===== config.mk =====
export PLATFORM = sky130hd
export DESIGN_NAME = vga_timing_gen
export DESIGN_NICKNAME = d
export VERILOG_FILES = /design/src/rtl/vga_timing_gen.sv
export SDC_FILE = /design/constraint.sdc
export NUM_CORES = 1
export LEC_CHECK = 0
export CORE_MARGIN = 8
export CORE_UTILIZATION = 45
export DETAILED_ROUTE_END_ITERATION = 6
export PLACE_DENSITY = 0.78
export SLEW_MARGIN = 5
export SYNTH_ARGS = -nofsm -noshare
export SYNTH_HDL_FRONTEND = slang
export SYNTH_SLANG_ARGS = --single-unit

===== constraint.sdc =====
create_clock -name clk -period 3.3 [get_ports clk]
set_input_delay 0.495 -clock clk [delete_from_list [all_inputs] [get_ports clk]]
set_output_delay 0.495 -clock clk [all_outputs]
set_load 0.01 [all_outputs]

===== src/rtl/vga_timing_gen.sv =====
// vga_timing_gen
// Raster timing generator for the game display path. One pixel-divider
// counter plus horizontal and vertical position counters drive a registered
// decode of sync, display-area qualifier, scaled pixel coordinates and
// line/frame start strobes. Every output is the decode of the counter state
// held in the previous clock, so all outputs change together on the clock
// edge and are glitch-free.
//
// Segment order on each axis: sync, back porch, active, front porch.
// There is no handshake on this block: it free-runs from reset and
// downstream logic qualifies on pix_tick / display_area.

module vga_timing_gen #(
    parameter int CLK_DIV     = 2,
    parameter int H_SYNC      = 96,
    parameter int H_BP        = 48,
    parameter int H_ACTIVE    = 640,
    parameter int H_FP        = 16,
    parameter int V_SYNC      = 2,
    parameter int V_BP        = 33,
    parameter int V_ACTIVE    = 480,
    parameter int V_FP        = 10,
    parameter bit HSYNC_POL   = 1'b0,
    parameter bit VSYNC_POL   = 1'b0,
    parameter int SCALE_SHIFT = 0,
    parameter int AW          = 10
) (
    input  logic          clk,
    input  logic          rst,
    output logic          hsync,
    output logic          vsync,
    output logic          display_area,
    output logic [AW-1:0] haddr,
    output logic [AW-1:0] vaddr,
    output logic          pix_tick,
    output logic          line_start,
    output logic          frame_start
);

    // ------------------------------------------------------------------
    // Derived geometry
    // ------------------------------------------------------------------
    localparam int H_TOTAL = H_SYNC + H_BP + H_ACTIVE + H_FP;
    localparam int V_TOTAL = V_SYNC + V_BP + V_ACTIVE + V_FP;

    // Counter widths; a degenerate count of 1 still gets a 1-bit register.
    localparam int DW = (CLK_DIV > 1) ? $clog2(CLK_DIV) : 1;
    localparam int HW = (H_TOTAL > 1) ? $clog2(H_TOTAL) : 1;
    localparam int VW = (V_TOTAL > 1) ? $clog2(V_TOTAL) : 1;

    // Decode boundaries held at 32 bits so that a boundary equal to the
    // total (no front porch) never overflows the counter width.
    localparam logic [31:0] DIV_LAST  = 32'(CLK_DIV - 1);
    localparam logic [31:0] H_LAST    = 32'(H_TOTAL - 1);
    localparam logic [31:0] V_LAST    = 32'(V_TOTAL - 1);
    localparam logic [31:0] H_SYNC_END = 32'(H_SYNC);
    localparam logic [31:0] V_SYNC_END = 32'(V_SYNC);
    localparam logic [31:0] H_ACT_LO  = 32'(H_SYNC + H_BP);
    localparam logic [31:0] H_ACT_HI  = 32'(H_SYNC + H_BP + H_ACTIVE);
    localparam logic [31:0] V_ACT_LO  = 32'(V_SYNC + V_BP);
    localparam logic [31:0] V_ACT_HI  = 32'(V_SYNC + V_BP + V_ACTIVE);

    // ------------------------------------------------------------------
    // Elaboration-time parameter checks
    // ------------------------------------------------------------------
    if (CLK_DIV < 1) begin : g_bad_clk_div
        $fatal(1, "vga_timing_gen: CLK_DIV must be at least 1");
    end

    if ((64'(H_ACTIVE - 1) >> SCALE_SHIFT) >= (64'd1 << AW)) begin : g_bad_haddr_width
        $fatal(1, "vga_timing_gen: scaled H_ACTIVE does not fit in AW bits");
    end

    if ((64'(V_ACTIVE - 1) >> SCALE_SHIFT) >= (64'd1 << AW)) begin : g_bad_vaddr_width
        $fatal(1, "vga_timing_gen: scaled V_ACTIVE does not fit in AW bits");
    end

    // ------------------------------------------------------------------
    // Raster counters
    // ------------------------------------------------------------------
    logic [DW-1:0] div_cnt;
    logic [HW-1:0] h_cnt;
    logic [VW-1:0] v_cnt;

    logic div_last;
    logic h_last;
    logic v_last;

    // End-of-pixel, end-of-line and end-of-frame conditions
    always_comb begin
        div_last = (32'(div_cnt) == DIV_LAST);
        h_last   = (32'(h_cnt) == H_LAST);
        v_last   = (32'(v_cnt) == V_LAST);
    end

    // Advance divider every clock, column on each pixel, row on each line wrap
    always_ff @(posedge clk or posedge rst) begin
        if (rst) begin
            div_cnt <= '0;
            h_cnt   <= '0;
            v_cnt   <= '0;
        end else begin
            if (div_last) begin
                div_cnt <= '0;
                if (h_last) begin
                    h_cnt <= '0;
                    if (v_last) begin
                        v_cnt <= '0;
                    end else begin
                        v_cnt <= v_cnt + VW'(1);
                    end
                end else begin
                    h_cnt <= h_cnt + HW'(1);
                end
            end else begin
                div_cnt <= div_cnt + DW'(1);
            end
        end
    end

    // ------------------------------------------------------------------
    // Decode of the current counter state
    // ------------------------------------------------------------------
    logic [31:0]   h_pos;
    logic [31:0]   v_pos;
    logic [31:0]   h_rel;
    logic [31:0]   v_rel;
    logic          h_act;
    logic          v_act;
    logic          hsync_d;
    logic          vsync_d;
    logic          display_area_d;
    logic [AW-1:0] haddr_d;
    logic [AW-1:0] vaddr_d;
    logic          pix_tick_d;
    logic          line_start_d;
    logic          frame_start_d;

    // Combinational decode feeding the output registers
    always_comb begin
        h_pos = 32'(h_cnt);
        v_pos = 32'(v_cnt);

        h_act = (h_pos >= H_ACT_LO) && (h_pos < H_ACT_HI);
        v_act = (v_pos >= V_ACT_LO) && (v_pos < V_ACT_HI);

        // Offsets into the active window; only meaningful when *_act is set.
        h_rel = h_pos - H_ACT_LO;
        v_rel = v_pos - V_ACT_LO;

        hsync_d = (h_pos < H_SYNC_END) ? HSYNC_POL : ~HSYNC_POL;
        vsync_d = (v_pos < V_SYNC_END) ? VSYNC_POL : ~VSYNC_POL;

        display_area_d = h_act && v_act;

        // vaddr follows the row alone so the frame-buffer row fetch can
        // start during horizontal blanking of an active line.
        haddr_d = h_act ? AW'(h_rel >> SCALE_SHIFT) : '0;
        vaddr_d = v_act ? AW'(v_rel >> SCALE_SHIFT) : '0;

        pix_tick_d    = div_last;
        line_start_d  = (h_cnt == '0) && (div_cnt == '0);
        frame_start_d = line_start_d && (v_cnt == '0);
    end

    // ------------------------------------------------------------------
    // Output registers
    // ------------------------------------------------------------------

    // Register the decode; reset parks syncs deasserted and strobes low
    always_ff @(posedge clk or posedge rst) begin
        if (rst) begin
            hsync        <= ~HSYNC_POL;
            vsync        <= ~VSYNC_POL;
            display_area <= 1'b0;
            haddr        <= '0;
            vaddr        <= '0;
            pix_tick     <= 1'b0;
            line_start   <= 1'b0;
            frame_start  <= 1'b0;
        end else begin
            hsync        <= hsync_d;
            vsync        <= vsync_d;
            display_area <= display_area_d;
            haddr        <= haddr_d;
            vaddr        <= vaddr_d;
            pix_tick     <= pix_tick_d;
            line_start   <= line_start_d;
            frame_start  <= frame_start_d;
        end
    end

endmodule


* Yosys cells after proc, flatten, opt, wreduce, memory -nomap -nowiden *
Index checks and enable logic that the tools add are counted.

storage, ports and cells
  register bits after elaboration = 47
  memories = 0
  bits in read-only memories = 0
  word-level logic and storage cells = 40
  RAM bits = 0
  bits of input ports = 2
  bits in latches = 0

cells by class
  muxes and demuxes = 7
  divide/modulo/power cells = 0
  shifts and indexed selects = 0
  order comparisons = 6
  add/sub/neg operators = 5
  bitwise gates (word level) = 1
  equal/unequal tests = 2
  reductions and logical operators = 8
  multipliers = 0

operators with widths
  operator                 count
  $mux W10                 4
  $add A10 B1 Y10 const B  2
  $eq A10 B10 Y1 const B   2
  $logic_not A10 Y1        2
  $lt A10 B10 Y1 const B   2
  $ge A10 B6 Y1 const B    1
  $ge A10 B8 Y1 const B    1
  $lt A10 B2 Y1 const B    1
  $lt A10 B7 Y1 const B    1
  $sub A10 B6 Y10 const B  1
  $sub A10 B8 Y10 const B  1
  $logic_and A1 B1 Y1      5
  $mux W1                  3
  $reduce_and A2 Y1        1
  $add A1 B1 Y1 const B    1
  $not A1 Y1               1

* Logic depth before layout (Yosys ltp) *
Gate-level depths: netlist of the first run.

  depth in word-level cells = 3
  depth in mapped cells = 7

* Worst setup path before layout of the first run *
Ideal clock, no wire load.

  path kind = flip-flop to flip-flop
  start point = reg h_cnt[5]
  end point = reg v_cnt[8]
  required time = 3,175 ps
  setup slack = 1,676 ps
  library setup time = 125 ps
  cell stages (with the launch flop) = 7
  arrival = 1,500 ps
  buffers on the path = 0
  cells stage by stage = dfrtp_1 inv_1 ha_1 nand4b_4 nor4_4 nand4_1 xnor2_1

on the way
  word-level cells in the longest chain between the ends = 2

RTL lines
  element                             RTL line  RTL
  from (decl)                         82        logic [HW-1:0] h_cnt;
  from (signal assigned)              113       h_cnt <= h_cnt + HW'(1);
  $eq A10 B10 Y1                      92        h_last = (32'(h_cnt) == H_LAST);
  $reduce_and A2 Y1 (no source line)  -
  to (signal assigned)                110       v_cnt <= v_cnt + VW'(1);
  to (decl)                           83        logic [VW-1:0] v_cnt;

No other way between the ends.
A chain may end at the register's enable or synchronous reset.

* Worst setup path in the final report of the first run *
  start point = reg h_cnt[4]
  end point = reg haddr[5]

on the way
  word-level cells in the longest chain between the ends = 3
  elaborated cells between the ends (all ways) = 5

RTL lines
  element                                                 RTL line  RTL
  $ge A10 B8 Y1 / $lt A10 B10 Y1 (equally long branches)  144       h_act = (h_pos >= H_ACT_LO) && (h_pos < H_ACT_HI);
  $logic_and A1 B1 Y1                                     144
  $mux W10 (*)                                            158       haddr_d = h_act ? AW'(h_rel >> SCALE_SHIFT) : '0;
  net haddr_d[5]                                          133       logic [AW-1:0] haddr_d;
  to (signal assigned)                                    185       haddr <= haddr_d;
  to (decl)                                               33        output logic [AW-1:0] haddr,

The timed path passes the listed nets; every way through them passes the cells marked *.

==> run metrics, run 1 <==
Clock Pin Slew Worst Setup and Hold Paths 0.08 ns; reg-to-reg startpoint h_cnt[4]$_DFFE_PP0P_; drt pass-1 iters 4; Yosys Warn Count 0; RD Place Congestion between 0.7 and 0.8; outcome completed; area of the multi-input gates about 990 sq um; worst-path maximum fanout 11; sequential area share after synthesis 0.5179; total gr overflow 0; initial core utilization 0.4573; vias in the first global route 1525; initial drt markers approximately 160; unrepaired setup endpoints after global routing false; FF/Latch Area 0.001179 sq mm; final core utilization 0.5415; Vias 1545; share of post-route cells with drive strength above 1 0.1039; IO Pins 28; # Max-Cap Violations 0; clock skew 0.004312 ns; number of flops mapped to enable cells by yosys 0; CTS tree done; most common cell after layout, fill and taps aside dfrtp_1; GRT Total Usage 0.1178; Pwr Density about 380 mW/mm^2; Total Nets Final ~240; later-pin clock latency in the skew report 0.30 ns; r2r setup slk 1.28 ns; fin crit share 0.6120; Fin. Hold Viols 0; Fillers about 410; first-pass GRT wire length just over 7000 um; WHS 0.5723 ns; slew margin rel. 0.3385; Tot Pwr 0.001021 W; required time of the critical path between 3 and 4 ns; initial antenna violation count 0; DIE HEIGHT a little under 90 um; DR vias/cell 5.133; Post-CTS Hold Buffers 0; final wirelength a little over 4000 um; unique cell type count in the Yosys netlist 44; Reg-to-Reg End haddr[5]$_DFF_PP0_; drt wl/cell roughly 14 um; crit path capture type register; Hold Path End v_cnt[8]$_DFFE_PP0P_; Worst Reg-to-Reg Cells 6; dominant synthesized flop cell dfrtp_1; worst hold stages 1; DP HPWL 2977 um; Post-Syn Area per Cell between 10 and 15 sq um; Seq cells post-synth 47; clk buf depth 2; HP Class register to register; Clock Sinks 47; DRC 0; min-delay src v_cnt[8]$_DFFE_PP0P_; Synth Net Count 215; critical path arrival 2.17 ns; crit path kind register to register; # Post-CTS Setup Buffers 0; post-route ant nets 0; worst slew pin tran 0.9861 ns; placed insts 293; maximum VDD drop between 150 and 200 uV; full die area 0.007589 sq mm; synthesized area between 0.002 and 0.0025 sq mm; Clock Tree Root clkbuf_8; Worst Setup SP h_cnt[4]$_DFFE_PP0P_; count of pins over their slew limit 0; most frequent cells in the layout dfrtp_1, clkdlybuf4s50_1, nor2_1; floorplan core area 0.004977 sq mm; area growth from synthesis to layout 18.42%; Post-synth ARST share 1.000; post_cts resized 0; number of CTS-inserted buffers 5; antenna cells 0; Mapped Cells 206; minimum clock period a little over 2 ns; Final setup viols 0; H-tree levels 2; fmax 495.2 MHz; setup TNS 0 ns; startpoint types register; Non-Filler Instances 301; number of buffers added on ports 27; LEAKAGE ~1.2 nW; largest net degree at the start of global routing 29; row cnt 26; Die W 87.12 um
==> metrics by stage <==
step | area (sq um) | worst slack (ns)
3_5_place_dp | 2577 | 1.313
6_report | 2695 | 1.280
4_1_cts | 2695 | 1.298
5_1_grt | 2695 | 1.051
3_3_place_gp | 2577 | 1.346
2_1_floorplan | 2276 | 1.676
==> routing by layer <==
metal | part of all wire | GRT usage | routed length, um | up-vias
met5 | 0 | 0 | 0 | -
met4 | 0.019 | 0.06250 | 78 | 0
met3 | 0.048 | 0.02642 | 198 | 6
met2 | 0.47 | 0.1901 | 1931 | 35
met1 | 0.46 | 0.1429 | 1898 | 752
li1 | - | - | - | 752
==> layout make-up <==
| class | count | area share |
|---|---|---|
| Tap cell | 70 | 0.03250 |
| Clock inverter | 2 | 0.01300 |
| Multi-Input combinational cell | 137 | 0.3682 |
| Inverter | 11 | 0.01532 |
| Clock buffer | 6 | 0.03064 |
| Timing Repair Buffer | 28 | 0.1031 |
| Sequential cell | 47 | 0.4373 |
==> registers in the layout (all words and copies together) (netlist names), 10 cells and up <==
register	flops
haddr	10
v_cnt	10
h_cnt	10
vaddr	10
==> worst max-delay path, cell delays in order, from the launching register on <==
cell	delay (ns)
dfrtp_1	0.47
inv_1	0.11
ha_1	0.19
nand2b_1	0.12
a21o_1	0.17
a31oi_1	0.69
nor2_1	0.11
==> how the worst max path moves through the flow <==
stage                            to  slack [ns]  cells after the start
6_report         haddr[5]$_DFF_PP0_        1.28                      6
4_1_cts          haddr[5]$_DFF_PP0_        1.30                      6
3_5_place_dp     haddr[5]$_DFF_PP0_        1.31                      6
5_1_grt          haddr[3]$_DFF_PP0_        1.05                      6
2_1_floorplan  v_cnt[8]$_DFFE_PP0P_        1.68                      6
3_3_place_gp     haddr[9]$_DFF_PP0_        1.35                      6
==> synth_stat cells, drive strengths merged (3+ instances only) <==
cell type  count  share of area
mux2i          3          0.013
dfrtp         45           0.49
nand2         15          0.025
ha             7          0.038
nor4           4          0.020
and2           3         0.0082
a21o           3         0.0099
inv           11          0.018
nand3          8          0.018
a21oi          5          0.013
o21ai          5          0.011
buf           11          0.028
xnor2         13          0.050
and4           4          0.015
nor3           8          0.029
nor2          22          0.036
nand4          5          0.020
and3           4          0.011
or3            3          0.010
nor2b          6          0.016
==> logic make-up after synthesis <==
logic type,synth area share
flops,0.5179
mux,0.01319
compound gates,0.08576
xor+xnor,0.05773
buf+inv,0.04618
simple gates,0.2408
fa+ha+maj,0.03848
==> power breakdown <==
group          switching (W)  leakage, nW  internal (W)
registers                  0        0.636      0.000575
logic              0.0000106        0.526    0.00000189
clock network       0.000188       0.0612      0.000245
Note: power is estimated with default switching activity, not from simulation.
==> run 2: changes to the inputs <==
clock period = 2.1 ns   (was 3.3 ns; I/O delays follow)
==> run metrics, run 2 (synthesis gave the netlist of run 1 again) <==
count of pins over their slew limit 0 (unchanged); post_cts resized 0 (unchanged); first-pass GRT wire length 7134 um (+0.58%); most frequent cells in the layout dfrtp_1, clkdlybuf4s50_1, nor2_1; area growth from synthesis to layout 21.39%; worst slew pin tran 0.6193 ns (-0.3668 ns); most common cell after layout, fill and taps aside dfrtp_1; Vias 1547 (+0.13%); crit path kind register to register; RD Place Congestion 0.8160 (+5.5%); row cnt 26 (unchanged); DP HPWL 3063 um (+2.9%); Die W 87.12 um (unchanged); initial antenna violation count 0 (unchanged); drt pass-1 iters 4 (unchanged); placed insts 300 (+2.4%); Post-CTS Hold Buffers 0 (unchanged); number of CTS-inserted buffers 5 (unchanged); Fin. Hold Viols 0 (unchanged); later-pin clock latency in the skew report 0.30 ns (about the same); Clock Sinks 47 (unchanged); share of post-route cells with drive strength above 1 0.1261 (+0.02215); DIE HEIGHT 87.12 um (unchanged); required time of the critical path 2.29 ns (-1.16 ns); largest delay contributor family on the critical path simple AND/OR/NAND/NOR gates; slowest CP cell dfrtp_1; worst-path maximum fanout 7 (-4); startpoint types register; final wirelength 4190 um (+2.0%); Non-Filler Instances 308 (+2.3%); # Post-CTS Setup Buffers 0 (unchanged); initial core utilization 0.4573 (unchanged); CTS tree done; # Max-Cap Violations 0 (unchanged); floorplan core area 0.004977 sq mm (unchanged); crit-path max cell delay 0.45 ns (-0.24 ns); Clock Pin Slew Worst Setup and Hold Paths 0.08 ns (about the same); unrepaired setup endpoints after global routing false; Total Nets Final 246 (+2.9%); maximum VDD drop 324.6 uV (+84%); critical path arrival 1.98 ns (-0.19 ns); Pwr Density 613.9 mW/mm^2 (+62%); initial drt markers 103 (-34%); number of buffers added on ports 27 (unchanged); full die area 0.007589 sq mm (unchanged); post-route ant nets 0 (unchanged); slew margin rel. 0.5846 (+0.2460); Final setup viols 0 (unchanged); DRC 0 (unchanged); Buf/Inv on CP 1 (unchanged); vias in the first global route 1522 (-0.20%); minimum clock period 1.787 ns (-0.2322 ns); Clock Tree Root clkbuf_8; largest net degree at the start of global routing 19 (-34%); antenna cells 0 (unchanged); GRT Total Usage 0.1197 (+0.001865); outcome completed; total gr overflow 0 (unchanged); LEAKAGE 1.263 nW (+3.3%); crit path capture type register; fmax 559.5 MHz (+13%); HP Class primary input to async pin; drt wl/cell 13.60 um (-0.30%); clock skew 0.004068 ns (-0.0002447 ns); worst-path cell chain inv_1 > ha_1 > nand4b_4 > nor4_4 > nand4_1 > xnor2_1; H-tree levels 2 (unchanged); setup TNS 0 ns (unchanged); IO Pins 28 (unchanged); DR vias/cell 5.023 (-2.1%); fin crit share 0.8511 (+0.2391); clk buf depth 2 (unchanged)
run 2: area by class of cell:
cell class / instances / area [sq um]
clock buffers: 6 / 72.57
inverters: 11 / 41.29
clock inverters: 2 / 60.06
flip-flops and latches: 47 / 1179
repair buffers: 35 / 330.3
fillers: 412 / 2215
multi-input cells: 137 / 992.2
well taps: 70 / 87.58
run 2: routing by layer:
| layer | vias to the layer above | routed length [um] | GRT usage |
|---|---|---|---|
| li1 | 765 | - | - |
| met1 | 738 | 2019 | 0.1500 |
| met2 | 37 | 1886 | 0.1867 |
| met3 | 7 | 186 | 0.03208 |
| met4 | 0 | 96 | 0.05625 |
| met5 | - | 0 | 0 |
run 2: metrics by stage:
stage	total power [W]	hold WS (ns)	util	area, sq um	setup slack [ns]
after floorplan	0.0009355	0.3487	-	2276	0.4757
after global placement	0.0009446	0.5521	0.5284	2630	0.3661
after detailed placement	0.0009445	0.5592	0.5284	2630	0.3229
after CTS	0.001714	0.3217	0.5551	2763	0.3082
after global routing	0.001747	0.3614	0.5551	2763	0.1473
final	0.001696	0.3129	0.5551	2763	0.3126
run 2: worst paths after layout:
| kind | depth (start not counted) | slack (ns) | endpoint | from |
|---|---|---|---|---|
| worst min register to register | 1 | 0.57 | v_cnt[8]$_DFFE_PP0P_ | v_cnt[8]$_DFFE_PP0P_ |
| worst max register to register | 6 | 0.31 | v_cnt[8]$_DFFE_PP0P_ | h_cnt[5]$_DFFE_PP0P_ |
| worst min-delay path | 2 | 0.31 | v_cnt[1]$_DFFE_PP0P_ | rst |
| worst max-delay path | 6 | 0.31 | v_cnt[8]$_DFFE_PP0P_ | h_cnt[5]$_DFFE_PP0P_ |
| min in group clk | 1 | 0.57 | v_cnt[8]$_DFFE_PP0P_ | v_cnt[8]$_DFFE_PP0P_ |
| max in group asynchronous | 3 | 1.14 | hsync$_DFF_PP1_ | rst |
run 2: report_power, final:
group / internal (W) / switching (W)
combinational: 0.00000418 / 0.0000168
clock: 0.000475 / 0.000295
sequential: 0.000904 / 0
total: 0.00138 / 0.000312
==> run 3: changes to the inputs <==
ABC_AREA = 1   (was default)
PLACE_DENSITY = 0.77   (was 0.78)
==> run metrics, run 3 <==
setup TNS 0 ns (unchanged); initial drt markers 111 (+7.8%); Most common cell on crit path nand2_1; initial core utilization 0.4682 (+0.01089); Die W 88.90 um (+2.0%); DR vias/cell 4.958 (-1.3%); critical path arrival 1.96 ns (-0.02 ns); number of flops mapped to enable cells by yosys 0 (unchanged); Synth Net Count 294 (+37%); Post-Syn Area per Cell 8.390 sq um (-24%); vias in the first global route 1775 (+17%); Non-Filler Instances 385 (+25%); Final setup viols 0 (unchanged); unique cell type count in the Yosys netlist 27 (-39%); row cnt 26 (unchanged); Fin. Hold Viols 0 (unchanged); area growth from synthesis to layout 18.05%; Yosys Warn Count 0 (unchanged); DIE HEIGHT 88.90 um (+2.0%); met2 wire len 2294 um (+22%); Buf/Inv on CP 1 (unchanged); Clock Pin Slew Worst Setup and Hold Paths 0.10 ns (+0.02 ns); clk buf depth 2 (unchanged); most common cell after layout, fill and taps aside nand2_1; DP HPWL 3647 um (+19%); placed insts 377 (+26%); synthesized area 0.002391 sq mm (+5.1%); later-pin clock latency in the skew report 0.31 ns (about the same); worst-path maximum fanout 10 (+3); DRC 0 (unchanged); fin crit share 0.8537 (+0.002605); antenna cells 0 (unchanged); r2r setup slk 0.31 ns (about the same); post-route ant nets 0 (unchanged); LEAKAGE 1.514 nW (+20%); fmax 557.8 MHz (-0.31%); drt wl/cell 12.91 um (-5.1%); slew margin rel. 0.6254 (+0.04085); post_cts resized 0 (unchanged); floorplan core area 0.005107 sq mm (+2.6%); drt pass-1 iters 5 (+1); dominant synthesized flop cell dfrtp_1; number of CTS-inserted buffers 5 (unchanged); Top Metal Used met4; required time of the critical path 2.27 ns (-0.02 ns); Clock Tree Root clkbuf_8; Clock Sinks 47 (unchanged); CTS tree done; crit path kind register to register; metal3 WL 358 um (+92%); slowest CP cell dfrtp_1; initial antenna violation count 0 (unchanged); area leader, netlist dfrtp_1; crit path capture type register; count of pins over their slew limit 0 (unchanged); GRT Total Usage 0.1336 (+0.01391); met1 WL 2261 um (+12%); crit-path max cell delay 0.45 ns (about the same); RD Place Congestion 0.9432 (+16%); most frequent cells in the layout nand2_1, nor2_1, dfrtp_1; H-tree levels 2 (unchanged); Total Nets Final 323 (+31%); # Post-CTS Setup Buffers 0 (unchanged); largest net degree at the start of global routing 48 (+29); top post-synthesis cells by area dfrtp_1, nand2_1, nor2_1, nand3_1, inv_1; worst-path cell chain inv_1 > ha_1 > nand2_1 > nand2_1 > nand2_1 > o21ai_2 > nor2_1; HP Class primary input to async pin; number of buffers added on ports 27 (unchanged); clock skew 0.01576 ns (+0.01169 ns); top-count cell post-synth nand2_1; synth cell count leaders nand2_1, dfrtp_1, nor2_1; Post-CTS Hold Buffers 0 (unchanged); total gr overflow 0 (unchanged); worst slew pin tran 0.5619 ns (-0.05744 ns); startpoint types register; largest delay contributor family on the critical path flip-flops; Mapped Cells 285 (+38%); first-pass GRT wire length 8335 um (+17%); outcome completed; IO Pins 28 (unchanged); Post-synth ARST share 1.000 (unchanged); final wirelength 4971 um (+19%); Pwr Density 561.1 mW/mm^2 (-8.6%); minimum clock period 1.793 ns (+0.005471 ns); Yosys top cell area share 0.4710 (-0.02382); full die area 0.007902 sq mm (+4.1%); sequential area share after synthesis 0.4929 (-0.02493); unrepaired setup endpoints after global routing false; Seq cells post-synth 47 (unchanged); share of post-route cells with drive strength above 1 0.09841 (-0.02764); # Max-Cap Violations 0 (unchanged); Vias 1909 (+23%); maximum VDD drop 278.2 uV (-14%)
-- run 3: cell types whose count changed after synthesis, moves of 5 or more --
cell / previous run / this run
buf_2: 9 / 4
xor2_1: 2 / 11
nand3_1: 8 / 26
nor2_1: 22 / 45
nand2_1: 15 / 70
nor2b_1: 6 / 0
xnor2_1: 13 / 0
inv_1: 11 / 32
-- run 3: routing by layer --
| layer | global-route usage | up-vias |
|---|---|---|
| li1 | - | 946 |
| met1 | 0.1764 | 895 |
| met2 | 0.2143 | 64 |
| met3 | 0.02665 | 4 |
| met4 | 0.03994 | 0 |
| met5 | 0 | - |
-- run 3: final timing paths --
path / from / endpoint / depth (start not counted)
min reg2reg: v_cnt[0]$_DFFE_PP0P_ / vaddr[0]$_DFF_PP0_ / 1
min in group clk: v_cnt[0]$_DFFE_PP0P_ / vaddr[0]$_DFF_PP0_ / 1
max in group asynchronous: rst / vsync$_DFF_PP1_ / 3
max: h_cnt[4]$_DFFE_PP0P_ / haddr[3]$_DFF_PP0_ / 7
min: rst / vaddr[0]$_DFF_PP0_ / 3
max reg2reg: h_cnt[4]$_DFFE_PP0P_ / haddr[3]$_DFF_PP0_ / 7
-- run 3: cells by family after synthesis --
| logic type | share of synthesized area |
|---|---|
| fa+ha+maj | 0.03663 |
| flops | 0.4929 |
| xor+xnor | 0.04029 |
| compound gates | 0.03925 |
| simple gates | 0.3197 |
| buf+inv | 0.07117 |
-- run 3: worst min-delay path, cell delays in order --
cell and delay (ns):
clkdlybuf4s50_1 0.41, inv_2 0.05, buf_4 0.47
-- run 3: area by class of cell --
cell class / instances / area, sq um
Inverter: 33 / 123.9
Clock buffer: 5 / 68.82
Fill cell: 462 / 2285
Clock inverter: 3 / 43.79
Timing Repair Buffer: 28 / 277.8
Sequential cell: 47 / 1179
Multi-Input combinational cell: 199 / 1042
Tap cell: 70 / 87.58
-- run 3: power breakdown --
| part | switching, W | leakage, nW | internal (W) |
|---|---|---|---|
| registers | 0 | 0.636 | 0.000904 |
| clock network | 0.000305 | 0.0581 | 0.000355 |
| logic | 0.0000167 | 0.820 | 0.00000304 |
-- run 3: through the flow --
step | instance area (sq um) | power (W) | utilization | hold slack, ns | setup slack [ns]
after global placement | 2710 | 0.0009430 | 0.5306 | 0.4986 | 0.4929
after detailed placement | 2710 | 0.0009434 | 0.5306 | 0.5361 | 0.3863
after global routing | 2823 | 0.001630 | 0.5527 | 0.5278 | 0.1340
after CTS | 2823 | 0.001604 | 0.5527 | 0.4890 | 0.3621
final | 2823 | 0.001584 | 0.5527 | 0.4677 | 0.3072
after floorplan | 2391 | 0.0009355 | - | 0.3487 | 0.6722
